## src/rtl/c17_pkg.sv

```systemverilog
// c17_pkg: shared types and constants for the c17 self-test controller.
//   state_e    - controller FSM states
//   SIG_W      - MISR/signature width
//   PAT_W      - pattern counter width (drives N1,N2,N3,N6,N7)
//   KEY_W      - key width (keyinput24..26)
//   MISR_POLY  - MISR feedback polynomial
//   misr_step  - one MISR update with 2-bit compaction input
package c17_pkg;

  localparam int unsigned SIG_W = 16;
  localparam int unsigned PAT_W = 5;
  localparam int unsigned KEY_W = 3;

  localparam logic [SIG_W-1:0] MISR_POLY = 16'h1021;

  typedef enum logic [1:0] {
    StIdle,
    StApply,
    StCapture,
    StDone
  } state_e;

  // Shift left, fold the MSB back through the polynomial, then mix in {N23,N22}.
  function automatic logic [SIG_W-1:0] misr_step(input logic [SIG_W-1:0] cur,
                                                 input logic [1:0]       din);
    logic [SIG_W-1:0] nxt;
    nxt = {cur[SIG_W-2:0], 1'b0};
    if (cur[SIG_W-1]) begin
      nxt = nxt ^ MISR_POLY;
    end
    nxt = nxt ^ {{(SIG_W-2){1'b0}}, din};
    return nxt;
  endfunction

endpackage

```

## src/rtl/c17_misr.sv

```systemverilog
// c17_misr: 16-bit multiple-input signature register.
//   clk      - clock, rising edge
//   rst      - asynchronous active-high reset, loads SEED
//   clear    - synchronous reload to SEED (takes priority over enable)
//   enable   - advance the MISR by one step using din
//   din      - {N23, N22} from the c17 core
//   sig      - current MISR contents
//   sig_next - value the MISR would take on an enabled step
module c17_misr
  import c17_pkg::*;
#(
  parameter logic [SIG_W-1:0] SEED = 16'hFFFF
) (
  input  logic             clk,
  input  logic             rst,
  input  logic             clear,
  input  logic             enable,
  input  logic [1:0]       din,
  output logic [SIG_W-1:0] sig,
  output logic [SIG_W-1:0] sig_next
);

  logic [SIG_W-1:0] sig_q;

  always_comb begin
    sig_next = misr_step(sig_q, din);
  end

  always_ff @(posedge clk or posedge rst) begin
    if (rst) begin
      sig_q <= SEED;
    end else if (clear) begin
      sig_q <= SEED;
    end else if (enable) begin
      sig_q <= sig_next;
    end
  end

  assign sig = sig_q;

endmodule

```

## src/rtl/c17_bist_ctrl.sv

```systemverilog
// c17_bist_ctrl: self-test controller for the key-locked c17 benchmark.
// Latches a key and golden signature on start, walks the c17 inputs through
// patterns 0..NUM_PATTERNS-1 (APPLY then CAPTURE per pattern), compacts the
// c17 outputs into a MISR and reports pass/fail when done.
//   clk, rst                    - clock / asynchronous active-high reset
//   start                       - run request, honoured only in IDLE or DONE
//   key_in, golden_sig          - key under test and expected signature
//   N22, N23                    - c17 outputs
//   N1, N2, N3, N6, N7          - c17 inputs (registered pattern, N1 = MSB)
//   keyinput24..26              - latched key (registered)
//   busy, done, pass, signature - status and current MISR value
module c17_bist_ctrl
  import c17_pkg::*;
#(
  parameter int unsigned       NUM_PATTERNS = 32,
  parameter logic [SIG_W-1:0]  SEED         = 16'hFFFF
) (
  input  logic             clk,
  input  logic             rst,
  input  logic             start,
  input  logic [KEY_W-1:0] key_in,
  input  logic [SIG_W-1:0] golden_sig,
  input  logic             N22,
  input  logic             N23,
  output logic             N1,
  output logic             N2,
  output logic             N3,
  output logic             N6,
  output logic             N7,
  output logic             keyinput24,
  output logic             keyinput25,
  output logic             keyinput26,
  output logic             busy,
  output logic             done,
  output logic             pass,
  output logic [SIG_W-1:0] signature
);

  localparam logic [PAT_W-1:0] LastPat = PAT_W'(NUM_PATTERNS - 1);

  state_e             state_q, state_d;
  logic [PAT_W-1:0]   p_q, p_d;
  logic [KEY_W-1:0]   key_q, key_d;
  logic [SIG_W-1:0]   golden_q, golden_d;
  logic               pass_q, pass_d;
  logic               misr_clear, misr_en;
  logic [SIG_W-1:0]   sig, sig_next;

  always_comb begin
    state_d    = state_q;
    p_d        = p_q;
    key_d      = key_q;
    golden_d   = golden_q;
    pass_d     = pass_q;
    misr_clear = 1'b0;
    misr_en    = 1'b0;
    case (state_q)
      StIdle, StDone: begin
        if (start) begin
          key_d      = key_in;
          golden_d   = golden_sig;
          p_d        = '0;
          pass_d     = 1'b0;
          misr_clear = 1'b1;
          state_d    = StApply;
        end
      end
      // One settle cycle for the c17 output before it is compacted.
      StApply: state_d = StCapture;
      StCapture: begin
        misr_en = 1'b1;
        if (p_q == LastPat) begin
          // Compare against the value being written this edge, not the stale one.
          pass_d  = (sig_next == golden_q);
          state_d = StDone;
        end else begin
          p_d     = p_q + 5'd1;
          state_d = StApply;
        end
      end
      default: state_d = StIdle;
    endcase
  end

  always_ff @(posedge clk or posedge rst) begin
    if (rst) begin
      state_q  <= StIdle;
      p_q      <= '0;
      key_q    <= '0;
      golden_q <= '0;
      pass_q   <= 1'b0;
    end else begin
      state_q  <= state_d;
      p_q      <= p_d;
      key_q    <= key_d;
      golden_q <= golden_d;
      pass_q   <= pass_d;
    end
  end

  c17_misr #(
    .SEED (SEED)
  ) u_misr (
    .clk      (clk),
    .rst      (rst),
    .clear    (misr_clear),
    .enable   (misr_en),
    .din      ({N23, N22}),
    .sig      (sig),
    .sig_next (sig_next)
  );

  // The pattern counter register doubles as the registered c17 input drive.
  assign {N1, N2, N3, N6, N7}                = p_q;
  assign {keyinput26, keyinput25, keyinput24} = key_q;
  assign busy      = (state_q == StApply) || (state_q == StCapture);
  assign done      = (state_q == StDone);
  assign pass      = pass_q & done;
  assign signature = sig;

endmodule

```

## config.mk

```make
export PLATFORM = sky130hd
export DESIGN_NAME = c17_bist_ctrl
export DESIGN_NICKNAME = d
export VERILOG_FILES = /design/src/rtl/c17_pkg.sv /design/src/rtl/c17_misr.sv /design/src/rtl/c17_bist_ctrl.sv
export SDC_FILE = /design/constraint.sdc
export NUM_CORES = 1
export LEC_CHECK = 0
export CAP_MARGIN = 5
export CORE_AREA = 2 2 76 78
export CTS_CLUSTER_DIAMETER = 80
export DETAILED_ROUTE_END_ITERATION = 7
export DIE_AREA = 0 0 78 80
export PLACE_DENSITY = 0.67
export REMOVE_ABC_BUFFERS = 1
export SLEW_MARGIN = 30
export SYNTH_ARGS = -nofsm -noshare
export SYNTH_HDL_FRONTEND = slang
export SYNTH_SLANG_ARGS = --single-unit
```

## constraint.sdc

```tcl
create_clock -name clk -period 1.77 [get_ports clk]
set_input_delay 0.531 -clock clk [delete_from_list [all_inputs] [get_ports clk]]
set_output_delay 0.531 -clock clk [all_outputs]
set_load 0.03 [all_outputs]
```

==> reports/results.ini, run 1 <==
[outcome]
status = finished, final reports clean

[finish]
area_growth_pct = 36.1
diodes = 0
regArea_mm2 = 0.00110
fin_util_pct = 52.3
multiInputGateArea_um2 = 947
num-fill-cells = 512
fin_cells = 313
drive_gt1_share_pct = 35.3
final_area_mm2 = 0.00283
layout.nets = 269

[worst_setup_path]
r2r_cells = 6
critPathMaxStageDelay_ns = 0.43
critical_path_class = reg2out
reg2reg_from = state_q[1]
rrSetupSlack_ns = 0.10
cp.required_ns = 1.24
cp-startpoint = state_q[1]
critical_path_arrival_ns = 1.19
path_max_fanout = 3
end_kind = output pin
r2r_end = p_q[0]
critPathSlowestCell = dfrtp_1
cp-start-kind = register
path_cells = ha_2 > and2_4 > buf_6

[floorplan]
start_util_pct = 38.4
die_y_um = 80
core_area_mm2 = 0.00541
num_rows = 27
die_area_mm2 = 0.00624
boundaryPins = 51
die_x_um = 78

[placement]
place_congestion = 0.780
post-place-cells = 304
post-dp-hpwl_um = 2950
place_area_mm2 = 0.00272
place_ws_ns = -0.147
port_buffers = 50

[sta]
finClkSkew_ns = 0.00916
min_period_ns = 1.72
clock.fmax_mhz = 582
final_max_slew_viol_count = 0
tightestPinTransition_ns = 0.336
whs_ns = 0.470
max-slew-margin-rel_pct = 77.4
grt_setup_unrepaired = no
fin_ws_ns = 0.0514
hold_violations = 0
finalSetupViolations = 0
tns_ns = 0
timing.final.crit_share_pct = 97.1

[cts]
cts_root_buf = clkbuf_8
path_clk_slew_ns = 0.08
cts_sinks = 43
clockBufferDepth = 2
h-tree-depth = 2
clk_latency_ns = 0.29
cts_buffers = 5
cts_tree = done

[flow_run]
cap_violations = 0

[synthesis]
muxShareOfSynthArea_pct = 17.1
synthTopCellsByCount = 27 x dfrtp_1, 22 x nand2_1, 20 x mux2_2
synthTopCellsByArea = dfrtp_1 33%, dfstp_2 20%, mux2_2 11%, xor2_1 6.3%, mux2i_1 6.3%
yosys.area_share.adder_pct = 3.01
synth_top_cell_area_share_pct = 32.5
ys_types = 31
synth_seq_area_share_pct = 52.8
synth_top_family_by_area = multiplexers
synthCells = 176
ys_ff_latch = 43
synth-simple-area-share_pct = 9.58
yosys_warnings = 0
synthArstFlopShare_pct = 100
synth.largest_area_cell = dfrtp_1
synth_edf_count = 0
synthesis.area_mm2 = 0.00208
synth-xor-area-share_pct = 8.43
yosysMostFrequentCell = dfrtp_1
synth_compound_area_share_pct = 6.39
avgSynthCellArea_um2 = 11.8
synth_ff_type = dfrtp_1

[global_route]
grt_pass1_wl_um = 7300
antenna_found_initial = 0
grt_max_degree = 36
grt_pass1_vias = 1502
grt_overflow = 0
grt_usage_pct = 14.8

[power]
leakage_nw = 1.21
peakVddDrop_v = 0.000759
total_power_mw = 4.41
power.density_mw_per_mm2 = 1560

[detailed_routing]
drc = 0
vias_per_cell = 4.76
totalWireLength_um = 4120
wl_per_cell_um = 13.2
ant_nets = 0
first_pass_iters = 4
via_count = 1489
initialDrtViolationCount = 60

[worst_hold_path]
hold_path.class = in2async

-- how the worst max path moves through the flow --
stage / endpoint / slack, ns
3_3_place_gp: p_q[0] / -0.14
5_1_grt: busy / 0.002
6_report: pass / 0.05
2_1_floorplan: pass_q / -0.22
4_1_cts: pass / 0.01
3_5_place_dp: p_q[0] / -0.15
-- critical path, delay by kind of cell (launching register included) --
kind,cells,cell delay [ns]
adder cells (fa/ha/maj),1,0.21
buffers and inverters,1,0.13
flip-flops,1,0.43
AND/OR/NAND/NOR,1,0.13
-- cells by family after synthesis --
kind of cell             after synthesis
AO/OA/AOI/OAI                         21
buffers and inverters                 12
flip-flops                            43
multiplexers                          33
AND/OR/NAND/NOR                       42
XOR/XNOR                              20
adder cells (fa/ha/maj)                5
-- power breakdown --
group	switching [mW]	leakage [nW]	internal, mW
combinational	1.07	0.671	1.07
clock	0.315	0.0422	0.277
sequential	0.277	0.498	1.39
-- repair_timing --
| item | CTS | global route |
|---|---|---|
| setup buffers | 1 | 0 |
| pin swaps | 1 | 2 |
| endpoints found under the hold margin | 0 | 0 |
| hold buffers | 0 | 0 |
| gates resized for setup | 14 | 10 |
| setup endpoints to repair | 10 | 7 |
-- metal layers --
layer	vias up	GRT usage, %	wire length [µm]
li1	734	-	-
met1	711	20.9	2010
met2	40	22.1	1870
met3	4	4.19	201
met4	0	4.39	38
met5	-	0	0
-- layout by cell type (no fill, tap or decap), types with 2 or more instances in the layout --
cell type / synthesis / final
xor2_1: 15 / 15
dfstp_2: 16 / 16
buf_6: 0 / 2
xnor2_1: 5 / 5
dlygate4sd2_1: 0 / 8
clkdlybuf4s50_1: 0 / 23
clkbuf_1: 0 / 2
nor2b_1: 2 / 2
mux2_2: 20 / 20
and3_1: 3 / 3
o21ai_0: 9 / 8
nor3_1: 3 / 3
buf_12: 0 / 3
dfrtp_1: 27 / 27
nor2_1: 3 / 3
mux2i_1: 13 / 13
a21oi_1: 3 / 3
a22o_1: 5 / 5
clkbuf_8: 0 / 5
ha_2: 0 / 3
inv_2: 0 / 3
buf_4: 1 / 28
nor4_1: 2 / 2
nand2_1: 22 / 22
-- flip-flops by register name (all words and copies together), names as in the netlist --
signal	flops
key_q	3
golden_q	16
pass_q	1
p_q	5
state_q	2
u_misr.sig	16
-- final cells by class --
| cell class | count | area share [%] |
|---|---|---|
| multi-input combinational | 121 | 33.5 |
| sequential | 43 | 38.8 |
| clock buffer | 7 | 2.70 |
| timing repair buffer | 65 | 21.2 |
| clock inverter | 1 | 0.177 |
| tap | 72 | 3.19 |
| inverter | 4 | 0.531 |
Power figures use the tool's default switching activity.
==> inputs of run 2 (changes only) <==
- ABC_CLOCK_PERIOD_IN_PS: unset -> 1770
==> results of run 2 <==
No change in the layout: final DEF, timing and power equal those of run 1.
